File: src/rtl/led_pattern_seq_if.sv
// Control/status bundle of the LED pattern sequencer.
// The controller side drives pattern writes and start/stop commands;
// the sequencer side returns the LED drive and run status.
interface led_pattern_seq_if #(
    parameter int NUM_CH  = 2,
    parameter int PAT_LEN = 32
);
    localparam int CHW = (NUM_CH > 1) ? $clog2(NUM_CH) : 1;
    localparam int STW = $clog2(PAT_LEN);

    logic               PAT_WE;
    logic [CHW-1:0]     PAT_CH;
    logic [PAT_LEN-1:0] PAT_DATA;
    logic               START;
    logic               ONESHOT;
    logic               STOP;
    logic [NUM_CH-1:0]  LED;
    logic               BUSY;
    logic               DONE;
    logic [STW-1:0]     STEP;

    modport master (
        output PAT_WE, PAT_CH, PAT_DATA, START, ONESHOT, STOP,
        input  LED, BUSY, DONE, STEP
    );

    modport slave (
        input  PAT_WE, PAT_CH, PAT_DATA, START, ONESHOT, STOP,
        output LED, BUSY, DONE, STEP
    );
endinterface

File: src/rtl/led_pattern_seq.sv
// Multi-channel LED pattern sequencer.
// Every channel plays its own PAT_LEN-bit pattern, one bit per step, with
// all channels sharing a single step index advanced by a fixed prescaler.
// Supports looping and one-shot playback; all outputs are registered.
module led_pattern_seq #(
    parameter int NUM_CH   = 2,
    parameter int PAT_LEN  = 32,
    parameter int PRESCALE = 2097152
) (
    input logic              CLK,
    input logic              RESET_N,
    led_pattern_seq_if.slave bus
);
    localparam int CHW = (NUM_CH > 1) ? $clog2(NUM_CH) : 1;
    localparam int STW = $clog2(PAT_LEN);
    localparam int PSW = (PRESCALE > 1) ? $clog2(PRESCALE) : 1;

    localparam logic [PSW-1:0] PS_LAST   = PSW'(PRESCALE - 1);
    localparam logic [STW-1:0] STEP_LAST = STW'(PAT_LEN - 1);

    typedef enum logic {
        ST_IDLE = 1'b0,
        ST_RUN  = 1'b1
    } state_t;

    state_t             state_q,   state_d;
    logic [STW-1:0]     step_q,    step_d;
    logic [PSW-1:0]     presc_q,   presc_d;
    logic               oneshot_q, oneshot_d;
    logic [PAT_LEN-1:0] pat_q [NUM_CH];
    logic [PAT_LEN-1:0] pat_d [NUM_CH];
    logic [NUM_CH-1:0]  led_q,     led_d;
    logic               busy_q,    busy_d;
    logic               done_q,    done_d;

    // Next-state: pattern store, sequencer state, prescaler and registered outputs
    always_comb begin
        // NOTE: every signal written here gets a default first so no latch is inferred.
        state_d   = state_q;
        step_d    = step_q;
        presc_d   = presc_q;
        oneshot_d = oneshot_q;
        done_d    = 1'b0;
        pat_d     = pat_q;

        // Writes to a channel that does not exist match no entry and are dropped.
        for (int c = 0; c < NUM_CH; c++) begin
            if (bus.PAT_WE && (bus.PAT_CH == CHW'(c))) begin
                pat_d[c] = bus.PAT_DATA;
            end
        end

        // Natural advance: the prescaler wraps at PRESCALE-1 and moves the step on.
        if (state_q == ST_RUN) begin
            if (presc_q == PS_LAST) begin
                presc_d = '0;
                if (step_q == STEP_LAST) begin
                    step_d = '0;
                    if (oneshot_q) begin
                        state_d = ST_IDLE;
                        done_d  = 1'b1;
                    end
                end else begin
                    step_d = step_q + STW'(1);
                end
            end else begin
                presc_d = presc_q + PSW'(1);
            end
        end

        // Commands override the natural advance; STOP outranks START while running.
        if (bus.STOP && (state_q == ST_RUN)) begin
            state_d = ST_IDLE;
            step_d  = '0;
            presc_d = '0;
            done_d  = 1'b0;
        end else if (bus.START) begin
            state_d   = ST_RUN;
            step_d    = '0;
            presc_d   = '0;
            oneshot_d = bus.ONESHOT;
            done_d    = 1'b0;
        end

        // Outputs are computed from next state and next patterns so that a
        // pattern write or a START is visible on LED the following cycle.
        busy_d = (state_d == ST_RUN);
        for (int c = 0; c < NUM_CH; c++) begin
            led_d[c] = (state_d == ST_RUN) ? pat_d[c][step_d] : 1'b0;
        end
    end

    // State and output registers with synchronous active-low reset
    always_ff @(posedge CLK) begin
        if (!RESET_N) begin
            // NOTE: the pattern store is reset too, so LEDs stay dark until patterns are loaded.
            state_q   <= ST_IDLE;
            step_q    <= '0;
            presc_q   <= '0;
            oneshot_q <= 1'b0;
            for (int c = 0; c < NUM_CH; c++) begin
                pat_q[c] <= '0;
            end
            led_q     <= '0;
            busy_q    <= 1'b0;
            done_q    <= 1'b0;
        end else begin
            // NOTE: non-blocking assignments keep every register updating from pre-edge values.
            state_q   <= state_d;
            step_q    <= step_d;
            presc_q   <= presc_d;
            oneshot_q <= oneshot_d;
            pat_q     <= pat_d;
            led_q     <= led_d;
            busy_q    <= busy_d;
            done_q    <= done_d;
        end
    end

    assign bus.LED  = led_q;
    assign bus.BUSY = busy_q;
    assign bus.DONE = done_q;
    assign bus.STEP = step_q;

endmodule

File: src/flat_wrapper.sv
// flat-port wrapper written by rule: the top's interface ports become plain ports
module led_pattern_seq_flat 
#(
    parameter int NUM_CH   = 2,
    parameter int PAT_LEN  = 32,
    parameter int PRESCALE = 2097152
)
  (CLK, RESET_N, bus_PAT_WE, bus_PAT_CH, bus_PAT_DATA, bus_START, bus_ONESHOT, bus_STOP, bus_LED, bus_BUSY, bus_DONE, bus_STEP);
  led_pattern_seq_if #(.NUM_CH(NUM_CH), .PAT_LEN(PAT_LEN)) bus_i ();
  input logic CLK;
  input logic RESET_N;
  input wire logic [$bits(bus_i.PAT_WE)-1:0] bus_PAT_WE;
  input wire logic [$bits(bus_i.PAT_CH)-1:0] bus_PAT_CH;
  input wire logic [$bits(bus_i.PAT_DATA)-1:0] bus_PAT_DATA;
  input wire logic [$bits(bus_i.START)-1:0] bus_START;
  input wire logic [$bits(bus_i.ONESHOT)-1:0] bus_ONESHOT;
  input wire logic [$bits(bus_i.STOP)-1:0] bus_STOP;
  output wire logic [$bits(bus_i.LED)-1:0] bus_LED;
  output wire logic [$bits(bus_i.BUSY)-1:0] bus_BUSY;
  output wire logic [$bits(bus_i.DONE)-1:0] bus_DONE;
  output wire logic [$bits(bus_i.STEP)-1:0] bus_STEP;
  assign bus_i.PAT_WE = bus_PAT_WE;
  assign bus_i.PAT_CH = bus_PAT_CH;
  assign bus_i.PAT_DATA = bus_PAT_DATA;
  assign bus_i.START = bus_START;
  assign bus_i.ONESHOT = bus_ONESHOT;
  assign bus_i.STOP = bus_STOP;
  assign bus_LED = bus_i.LED;
  assign bus_BUSY = bus_i.BUSY;
  assign bus_DONE = bus_i.DONE;
  assign bus_STEP = bus_i.STEP;
  led_pattern_seq #(.NUM_CH(NUM_CH), .PAT_LEN(PAT_LEN), .PRESCALE(PRESCALE)) u_core (.CLK(CLK), .RESET_N(RESET_N), .bus(bus_i));
endmodule
File: config.mk
export PLATFORM = sky130hd
export DESIGN_NAME = led_pattern_seq_flat
export DESIGN_NICKNAME = d
export VERILOG_FILES = /design/src/rtl/led_pattern_seq_if.sv /design/src/rtl/led_pattern_seq.sv /design/src/flat_wrapper.sv
export SDC_FILE = /design/constraint.sdc
export NUM_CORES = 1
export LEC_CHECK = 0
export ABC_AREA = 0
export CORE_MARGIN = 2
export CORE_UTILIZATION = 62
export DETAILED_ROUTE_END_ITERATION = 10
export PLACE_DENSITY = 0.91
export SLEW_MARGIN = 20
export SYNTH_ARGS = -nofsm -noshare
export SYNTH_HDL_FRONTEND = slang
export SYNTH_SLANG_ARGS = --single-unit
File: constraint.sdc
create_clock -name CLK -period 5.3 [get_ports CLK]
set_clock_uncertainty 0.2 [all_clocks]
set_input_delay 0.795 -clock CLK [delete_from_list [all_inputs] [get_ports CLK]]
set_output_delay 0.795 -clock CLK [all_outputs]
set_load 0.02 [all_outputs]
# ---- Word-level counts from Yosys, hierarchy flattened
# Cells that the tools add are included.
dict set report word_totals {
  register_bits 95
  in_bits 39
  output_inout_bits 9
  elab_cells 45
}
dict set report op_classes {
  add_sub_neg 2
  n_lt_le_gt_ge 1
  eq_ne 2
  muxes 19
  bitwise 6
  reduce_logical 7
}
# op count
set ops {}
lappend ops {{$mux W32} 2}
lappend ops {{$mux W5} 5}
lappend ops {{$add A21 B1 Y21 const B} 1}
lappend ops {{$eq A21 B21 Y1 const B} 1}
lappend ops {{$mux W21} 1}
lappend ops {{$bmux W1 S5} 2}
lappend ops {{$mux W1} 9}
lappend ops {{$lt A5 B6 Y1 const B} 1}
lappend ops {{$not A1 Y1} 6}
lappend ops {{$reduce_or A6 Y1} 1}
lappend ops {{$add A5 B1 Y5 const B} 1}
lappend ops {{$eq A5 B5 Y1 const B} 1}
lappend ops {{$reduce_and A2 Y1} 2}
lappend ops {{$logic_and A1 B1 Y1} 3}
lappend ops {{$reduce_or A3 Y1} 1}

# ---- Longest topological paths before layout
# Gate-level depths: netlist (run 1).
dict set report depth {
  ltp_word 8
  depth_mapped 13
  mapped_depth_nobuf 11
}

# ---- Worst setup path after synthesis (run 1)
# No wires, ideal clock.
dict set report synth_timing {
  path_kind {reg2reg}
  startpoint {reg u_core.presc_q[0]}
  endpoint {reg u_core.led_q[0] (netlist: u_core.bus.LED[0])}
  setup_time_ns 0.103
  arrival_time_ns 2.943
  required_time_ns 4.997
  path_slack_ns 2.054
  stages_incl_launch_ff 13
  path_buffers 2
  synth_period_minus_slack_ns 3.246
  cell_sequence {dfxtp_1 > ha_1 > nand4_1 > or4_1 > buf_2 > or4_4 > buf_6 > nand2_8 > nand2_2 > and3_4 > a2111oi_4 > a21oi_2 > a2111oi_2}
}
dict set report synth_between {
  elab_chain_cells 7
  word_cells_on_any_way 12
  cone_classes {eq/ne (1); mux (10); reduce/logical (1)}
}
# element line
set synth_lines {}
lappend synth_lines {{start: declaration} led_pattern_seq.sv:28} ;# logic [PSW-1:0] presc_q, presc_d;
lappend synth_lines {{start signal: assignment} led_pattern_seq.sv:111} ;# presc_q <= presc_d;
lappend synth_lines {{$eq A21 B21 Y1 *} led_pattern_seq.sv:55} ;# if (presc_q == PS_LAST) begin
lappend synth_lines {{$mux W5} led_pattern_seq.sv:55}
lappend synth_lines {{$mux W5} led_pattern_seq.sv:54} ;# if (state_q == ST_RUN) begin
lappend synth_lines {{$mux W5} led_pattern_seq.sv:77} ;# end else if (bus.START) begin
lappend synth_lines {{$mux W5} led_pattern_seq.sv:72} ;# if (bus.STOP && (state_q == ST_RUN)) begin
lappend synth_lines {{$bmux W1 S5} led_pattern_seq.sv:89} ;# led_d[c] = (state_d == ST_RUN) ? pat_d[c][step_d] : 1'b0;
lappend synth_lines {{$mux W1 (implied by the code)} led_pattern_seq.sv:89}
lappend synth_lines {{end signal: assignment} led_pattern_seq.sv:114} ;# led_q <= led_d;
lappend synth_lines {{end: declaration} led_pattern_seq.sv:32} ;# logic [NUM_CH-1:0] led_q, led_d;
# Every way passes the cells marked *; elsewhere a longest branch is shown, timed or not. The select of a mux whose other input is x is not followed.
# A chain may end at the register's enable or synchronous reset.

# ---- Worst setup path in the final report (run 1)
# Ends and elaborated chain as after synthesis.

==> reports/qor.yml, run 1 <==
status:
  outcome: "complete, no violations"
placed_design:
  placed_cell_area_mm2: 0.005395
  hpwl_mm: 7.937
  io_buffer_count: 47
  gp_congestion: 0.9311
worst_setup_path:
  cp.required_ns: 5.36
  cp-end-kind: "register"
  max_stage_delay_ns: 0.64
  crit_slowest_cell: "or4_1"
  path_max_fanout: 28
  crit_chain: "ha_1 -> nand4_1 -> or4_1 -> nor4_2 -> buf_4 -> nor2_2 -> buf_4 -> mux2i_1 -> a22o_1 -> nor4_1 -> a2111oi_2 -> a2111oi_2"
  criticalPathCategory: "register to register"
  worstSetupStartpointType: "register"
  regToRegSetupSlack_ns: 1.44
  crit_arrival_ns: 3.92
detailed_routing:
  ant_nets: 0
  wl_per_cell_um: 16.62
  viasPerCell: 5.986
  routed_wl_mm: 11.92
  drc: 0
  drt_iter0_markers: 368
  num_vias: 4292
  first_pass_iters: 6
floorplanning:
  die_width_um: 92.77
  die_y_um: 92.77
  die-area_mm2: 0.008606
  num_rows: 32
  start_util_pct: 63.56
  core_mm2: 0.007687
  ios: 48
timing:
  slew_headroom_pct: 30.30
  timing.final.setup_violations: 0
  drv_slew: 0
  period_needed_ns: 3.864
  fmax_mhz: 258.8
  tightestPinTransition_ns: 1.042
  layout_worst_path_cycle_share_pct: 72.90
  tns_ns: 0
  finalHoldViolCount: 0
  rsz0062_at_grt: "false"
synth:
  ys_ff_latch: 95
  yosys.area.top_type: "dfxtp_1"
  ys_async_sr_fraction_pct: 0
  synth_area_leaders: "dfxtp_1 39%, mux2i_1 10%, nand2_1 8.0%"
  yosysWarnings: 0
  syn_nets: 622
  synth_cells: 580
  synthDistinctLibCells: 56
  synth_top_area_share_pct: 38.92
  synth_edf_count: 0
  avgSynthCellArea_um2: 8.424
  yosysSeqAreaShare_pct: 38.92
  synth_flop_cell: "dfxtp_1"
  netlist_area_mm2: 0.004886
clock_network:
  clock_path_buffers: 2
  cts-resized-gates: 0
  worstSkewPairLatency_ns: 0.36
  clkTransAtPathRegs_ns: 0.09
  htreeDepth: 3
  clock_sinks: 95
  cts_hold_buf: 0
  numCtsBuffers: 9
  cts_tree: "yes"
  post_cts_buffers: 0
  cts-root-buf: "clkbuf_8"
final_layout:
  nFillCells: 557
  area_growth_pct: 15.95
  final_area_mm2: 0.005665
  drive_gt1_share_pct: 7.805
  antenna_cells: 0
  seq_area_mm2: 0.001902
  multi_input_area_mm2: 0.002820
  layout.nets: 652
global_routing:
  grt_overflow_total: 0
  grt_max_degree: 71
  grt_usage_pct: 28.24
  grt_pass1_vias: 4136
  antenna_found_initial: 0
  grt_pass1_wl_mm: 19.35
run:
  max_cap_viol_count: 0
min_path:
  hold_path.class: "register to register"
power:
  worst_ir_drop_vdd_v: 0.0001848
  powerDensity_mw_per_mm2: 269.8
  p_leak_nw: 2.240
## critical path, delay by kind of cell, from the launching register on
kind | cells | cell delay, ns
AO/OA/AOI/OAI | 3 | 0.69
adder cells (fa/ha/maj) | 1 | 0.21
buffers and inverters | 2 | 0.50
flip-flops | 1 | 0.40
multiplexers | 1 | 0.16
AND/OR/NAND/NOR | 5 | 1.59
## layout make-up
type | instances | area share (%)
Clock buffer | 11 | 2.496
Clock inverter | 5 | 2.275
Inverter | 2 | 0.1325
Multi-Input combinational cell | 446 | 49.78
Sequential cell | 95 | 33.57
Tap cell | 102 | 2.253
Timing Repair Buffer | 56 | 9.496
## registers in the layout (all words and copies together) (netlist names)
| name | flops |
|---|---|
| u_core.bus.DONE | 1 |
| u_core.bus.LED | 2 |
| u_core.bus.STEP | 5 |
| u_core.oneshot_q | 1 |
| u_core.pat_q | 64 |
| u_core.presc_q | 21 |
| u_core.state_q | 1 |
## stage by stage
| stage | power [mW] | util, % | hold slack, ns | worst slack [ns] | cells |
|---|---|---|---|---|---|
| after floorplan | 0.8549 | - | 0.2393 | 2.054 | 580 |
| after global placement | 0.9124 | 70.18 | 0.2506 | 1.340 | 701 |
| after detailed placement | 0.9187 | 70.18 | 0.2619 | 1.201 | 701 |
| after CTS | 1.534 | 73.70 | 0.2757 | 1.445 | 717 |
| after global routing | 1.583 | 73.70 | 0.2983 | 1.156 | 717 |
| final | 1.529 | 73.70 | 0.2756 | 1.436 | 717 |
## cell families after synthesis
| group | synth area share, % |
|---|---|
| adder cells (fa/ha/maj) | 0.7683 |
| AO/OA/AOI/OAI | 15.42 |
| multiplexers | 11.83 |
| flip-flops | 38.92 |
| XOR/XNOR | 3.227 |
| buffers and inverters | 3.457 |
| AND/OR/NAND/NOR | 26.38 |
## power breakdown
part / internal (mW) / switching (mW) / leakage, nW / total [mW]
sequential: 0.738 / 0.0114 / 0.774 / 0.749
combinational: 0.0753 / 0.0814 / 1.33 / 0.157
clock: 0.375 / 0.248 / 0.134 / 0.623
## Yosys cell counts (all sizes together) (5+ instances only)
| library cell | instances |
|---|---|
| a21oi | 25 |
| mux2i | 51 |
| nor4 | 10 |
| buf | 13 |
| dfxtp | 95 |
| xnor2 | 6 |
| nand2 | 106 |
| nor3 | 6 |
| and3 | 7 |
| o21a | 8 |
| nor2b | 33 |
| clkbuf | 24 |
| nand4 | 8 |
| nand2b | 8 |
| a2111oi | 5 |
| a21boi | 36 |
| o21ai | 7 |
| xor2 | 12 |
| mux2 | 6 |
| nand3 | 28 |
| nor2 | 46 |
## path summary, 6_finish.rpt
| path | start | endpoint | cells after the start |
|---|---|---|---|
| setup / recovery | u_core.presc_q[0] | u_core.bus.LED[0] | 12 |
| hold / removal | u_core.oneshot_q | u_core.oneshot_q | 2 |
| setup reg to reg | u_core.presc_q[0] | u_core.bus.LED[0] | 12 |
| hold reg to reg | u_core.oneshot_q | u_core.oneshot_q | 2 |
## cells in the final DEF (no fill, tap or decap), types with 4 or more instances in the layout
cell type and count:
a21oi_1 24, nand3_1 28, mux2i_1 51, nand2b_1 8, nand2_1 103, nor3_1 6, xnor2_1 6, xor2_1 12
nor4_1 7, clkdlybuf4s50_1 47, nor2_1 45, nor2b_1 32, a21o_1 4, o21ai_0 6, and3_1 6, bufinv_16 4
nand4_1 7, o21a_1 7, mux2_2 5, and2_1 4, clkbuf_8 10, o211ai_1 4, dfxtp_1 95, buf_4 9
a21boi_0 36
## routing by layer
metal	vias up	GRT usage [%]	wire length [µm]
met5	-	0	0
met4	0	12.87	319
met3	29	4.150	732
met2	182	48.79	5894
met1	2021	34.63	4972
li1	2060	-	-
(Power assumes the default switching activity.)
==> inputs of run 2 (changes only) <==
- CORE_UTILIZATION: 62 -> 52
- PLACE_DENSITY: 0.91 -> 0.82
- clock period: 5.3 -> 3.5 ns (I/O delays scaled with it)
==> run 2 against run 1 <==
Against the previous run: sequential share of layout area fell by 0.77 points; sequential cell count stayed put; largest power group unchanged; hold slack about the same; wire length rose by 2.3%; global-route usage shrank 4.0 points; combinational power is 55% higher; fmax rose by 16%; critical path type unchanged; cell count rose by 3.6%; sequential power up 51%; clock power rose by 30%.
==> reports/qor.yml, run 2 (synthesis gave the netlist of run 1 again) <==
detailed_routing:
  routed_wl_mm: 12.20
  wl_per_cell_um: 16.41
  first_pass_iters: 5
  viasPerCell: 5.876
  num_vias: 4366
  drt_iter0_markers: 373
  ant_nets: 0
  drc: 0
worst_setup_path:
  critPathBufInv: 0
  worstRegToRegCells: 9
  regToRegSetupSlack_ns: 0.16
  rr_endpoint: "u_core.bus.LED[0]"
  crit_top_cell: "or4_4"
  max_stage_delay_ns: 0.64
  path_max_fanout: 12
  crit_chain: "nand4_2 -> or4_4 -> or4_4 -> nand2_8 -> nor2_1 -> o31a_1 -> o22ai_1 -> a21oi_2 -> a2111oi_2"
  criticalPathCategory: "register to register"
  cp_top_family: "simple AND/OR/NAND/NOR gates"
  cp-end-kind: "register"
  reg2reg_from: "u_core.presc_q[8]"
  cp.required_ns: 3.56
  crit_slowest_cell: "or4_4"
  crit_arrival_ns: 3.41
  worstSetupStartpointType: "register"
global_routing:
  grt_usage_pct: 24.21
  grt_max_degree: 70
  grt_pass1_vias: 4228
  grt_overflow_total: 0
  antenna_found_initial: 0
  grt_pass1_wl_mm: 19.83
clock_network:
  worstSkewPairLatency_ns: 0.37
  cts_tree: "yes"
  cts-root-buf: "clkbuf_8"
  cts_hold_buf: 0
  clock_sinks: 95
  clock_path_buffers: 2
  htreeDepth: 3
  numCtsBuffers: 9
  clkTransAtPathRegs_ns: 0.10
min_path:
  hold_path.class: "register to register"
  holdPathEnd: "u_core.pat_q[61]"
  min_path_cells: 2
  min-delay-start: "u_core.pat_q[61]"
final_layout:
  antenna_cells: 0
  final_util_pct: 63.10
  largest_register_ffs: 64
  mostFrequentLayoutCells: "103 x nand2_1, 94 x dfxtp_1, 51 x mux2i_1, 47 x clkdlybuf4s50_1, 45 x nor2_1"
  layout.nets: 669
  drive_gt1_share_pct: 11.23
  regMostFlops: "u_core.pat_q"
  final_common_cell: "nand2_1"
  nFillCells: 784
  area_growth_pct: 18.77
power:
  finalPower_mw: 2.187
  worst_ir_drop_vdd_v: 0.0002267
  seq_power_share_pct: 51.8
  powerDensity_mw_per_mm2: 377.0
  p_sw_mw: 0.5423
  p_comb_share_pct: 11.2
  switching_share_pct: 24.79
  clkPwrFrac_pct: 37.0
  internal_power_mw: 1.645
  p_leak_nw: 2.303
timing:
  period_needed_ns: 3.345
  drv_slew: 0
  tightestPinTransition_ns: 0.6722
  layout_worst_path_cycle_share_pct: 95.57
  rsz0062_at_grt: "false"
  slew_headroom_pct: 54.84
  timing.final.setup_violations: 0
  fmax_mhz: 299.0
  finalHoldViolCount: 0
floorplanning:
  core_mm2: 0.009196
  die_y_um: 100.9
  die-area_mm2: 0.01019
  die_width_um: 100.9
  ios: 48
  num_rows: 35
  start_util_pct: 53.13
run:
  max_cap_viol_count: 0
placed_design:
  hpwl_mm: 8.829
  gp_congestion: 0.9241
  io_buffer_count: 47
status:
  outcome: "complete, no violations"
[run 2: cell count changes in the layout (fill, tap and decap cells not counted), moves of 2 or more]
cell / before / now
bufinv_16: 4 / 2
nor4_1: 7 / 5
clkinvlp_4: 0 / 2
inv_6: 0 / 2
buf_4: 9 / 24
[run 2: how the worst max path moves through the flow]
stage                        endpoint  depth (start not counted)              start
global placement    u_core.bus.LED[0]                         11           bus_STOP
detailed placement  u_core.bus.LED[0]                         10  u_core.presc_q[0]
finish              u_core.bus.LED[0]                          9  u_core.presc_q[8]
floorplan           u_core.bus.LED[0]                         12  u_core.presc_q[0]
CTS                 u_core.bus.LED[0]                         10  u_core.presc_q[8]
global route        u_core.bus.LED[0]                          9  u_core.presc_q[9]
[run 2: stage by stage]
step	hold slack, ns	cells	worst slack, ns	setup TNS [ns]	instance area [µm²]
finish	0.2759	743	0.1551	0	5803
global route	0.3044	743	0.02346	0	5803
CTS	0.2772	743	0.05830	0	5768
detailed placement	0.2564	727	-0.005280	-0.005280	5547
global placement	0.2486	727	0.07911	0	5547
floorplan	0.2393	580	0.2536	0	4886
[run 2: tightest hold or removal path: stages, from the launching register on]
cell	delay [ns]
dfxtp_1	0.30
nand2_1	0.06
a21boi_0	0.07
[run 2: power by group through the flow]
stage          sequential (mW)  combinational (mW)  clock (mW)
3_3_place_gp              1.16               0.235           0
6_report                  1.13               0.244       0.810
5_1_grt                   1.14               0.266       0.854
2_1_floorplan             1.16               0.139           0
4_1_cts                   1.13               0.243       0.813
3_5_place_dp              1.16               0.241           0
[run 2: metal layers]
layer  vias up  part of all wire [%]  global-route usage [%]
met4         0                   1.9                   7.380
met1      2049                    42                   30.26
met5         -                     0                       0
met2       190                    49                   42.46
li1       2098                     -                       -
met3        29                   6.9                   4.230
[run 2: what timing repair did]
item	4_1_cts	5_1_grt
cloned	0	0
setup endpoints to repair	1	2
resized for setup	1	8
endpoints found under the hold margin	0	0
buffers inserted	0	0
[run 2: area by class of cell]
cell class,instances,area [µm²],area share [%]
Clock buffer,10,127.6,2.199
Inverter,2,7.507,0.1294
Multi-Input combinational cell,446,2851,49.14
Timing Repair Buffer,73,681.9,11.75
Tap cell,111,138.9,2.393
Sequential cell,95,1903,32.79
Clock inverter,6,92.59,1.596
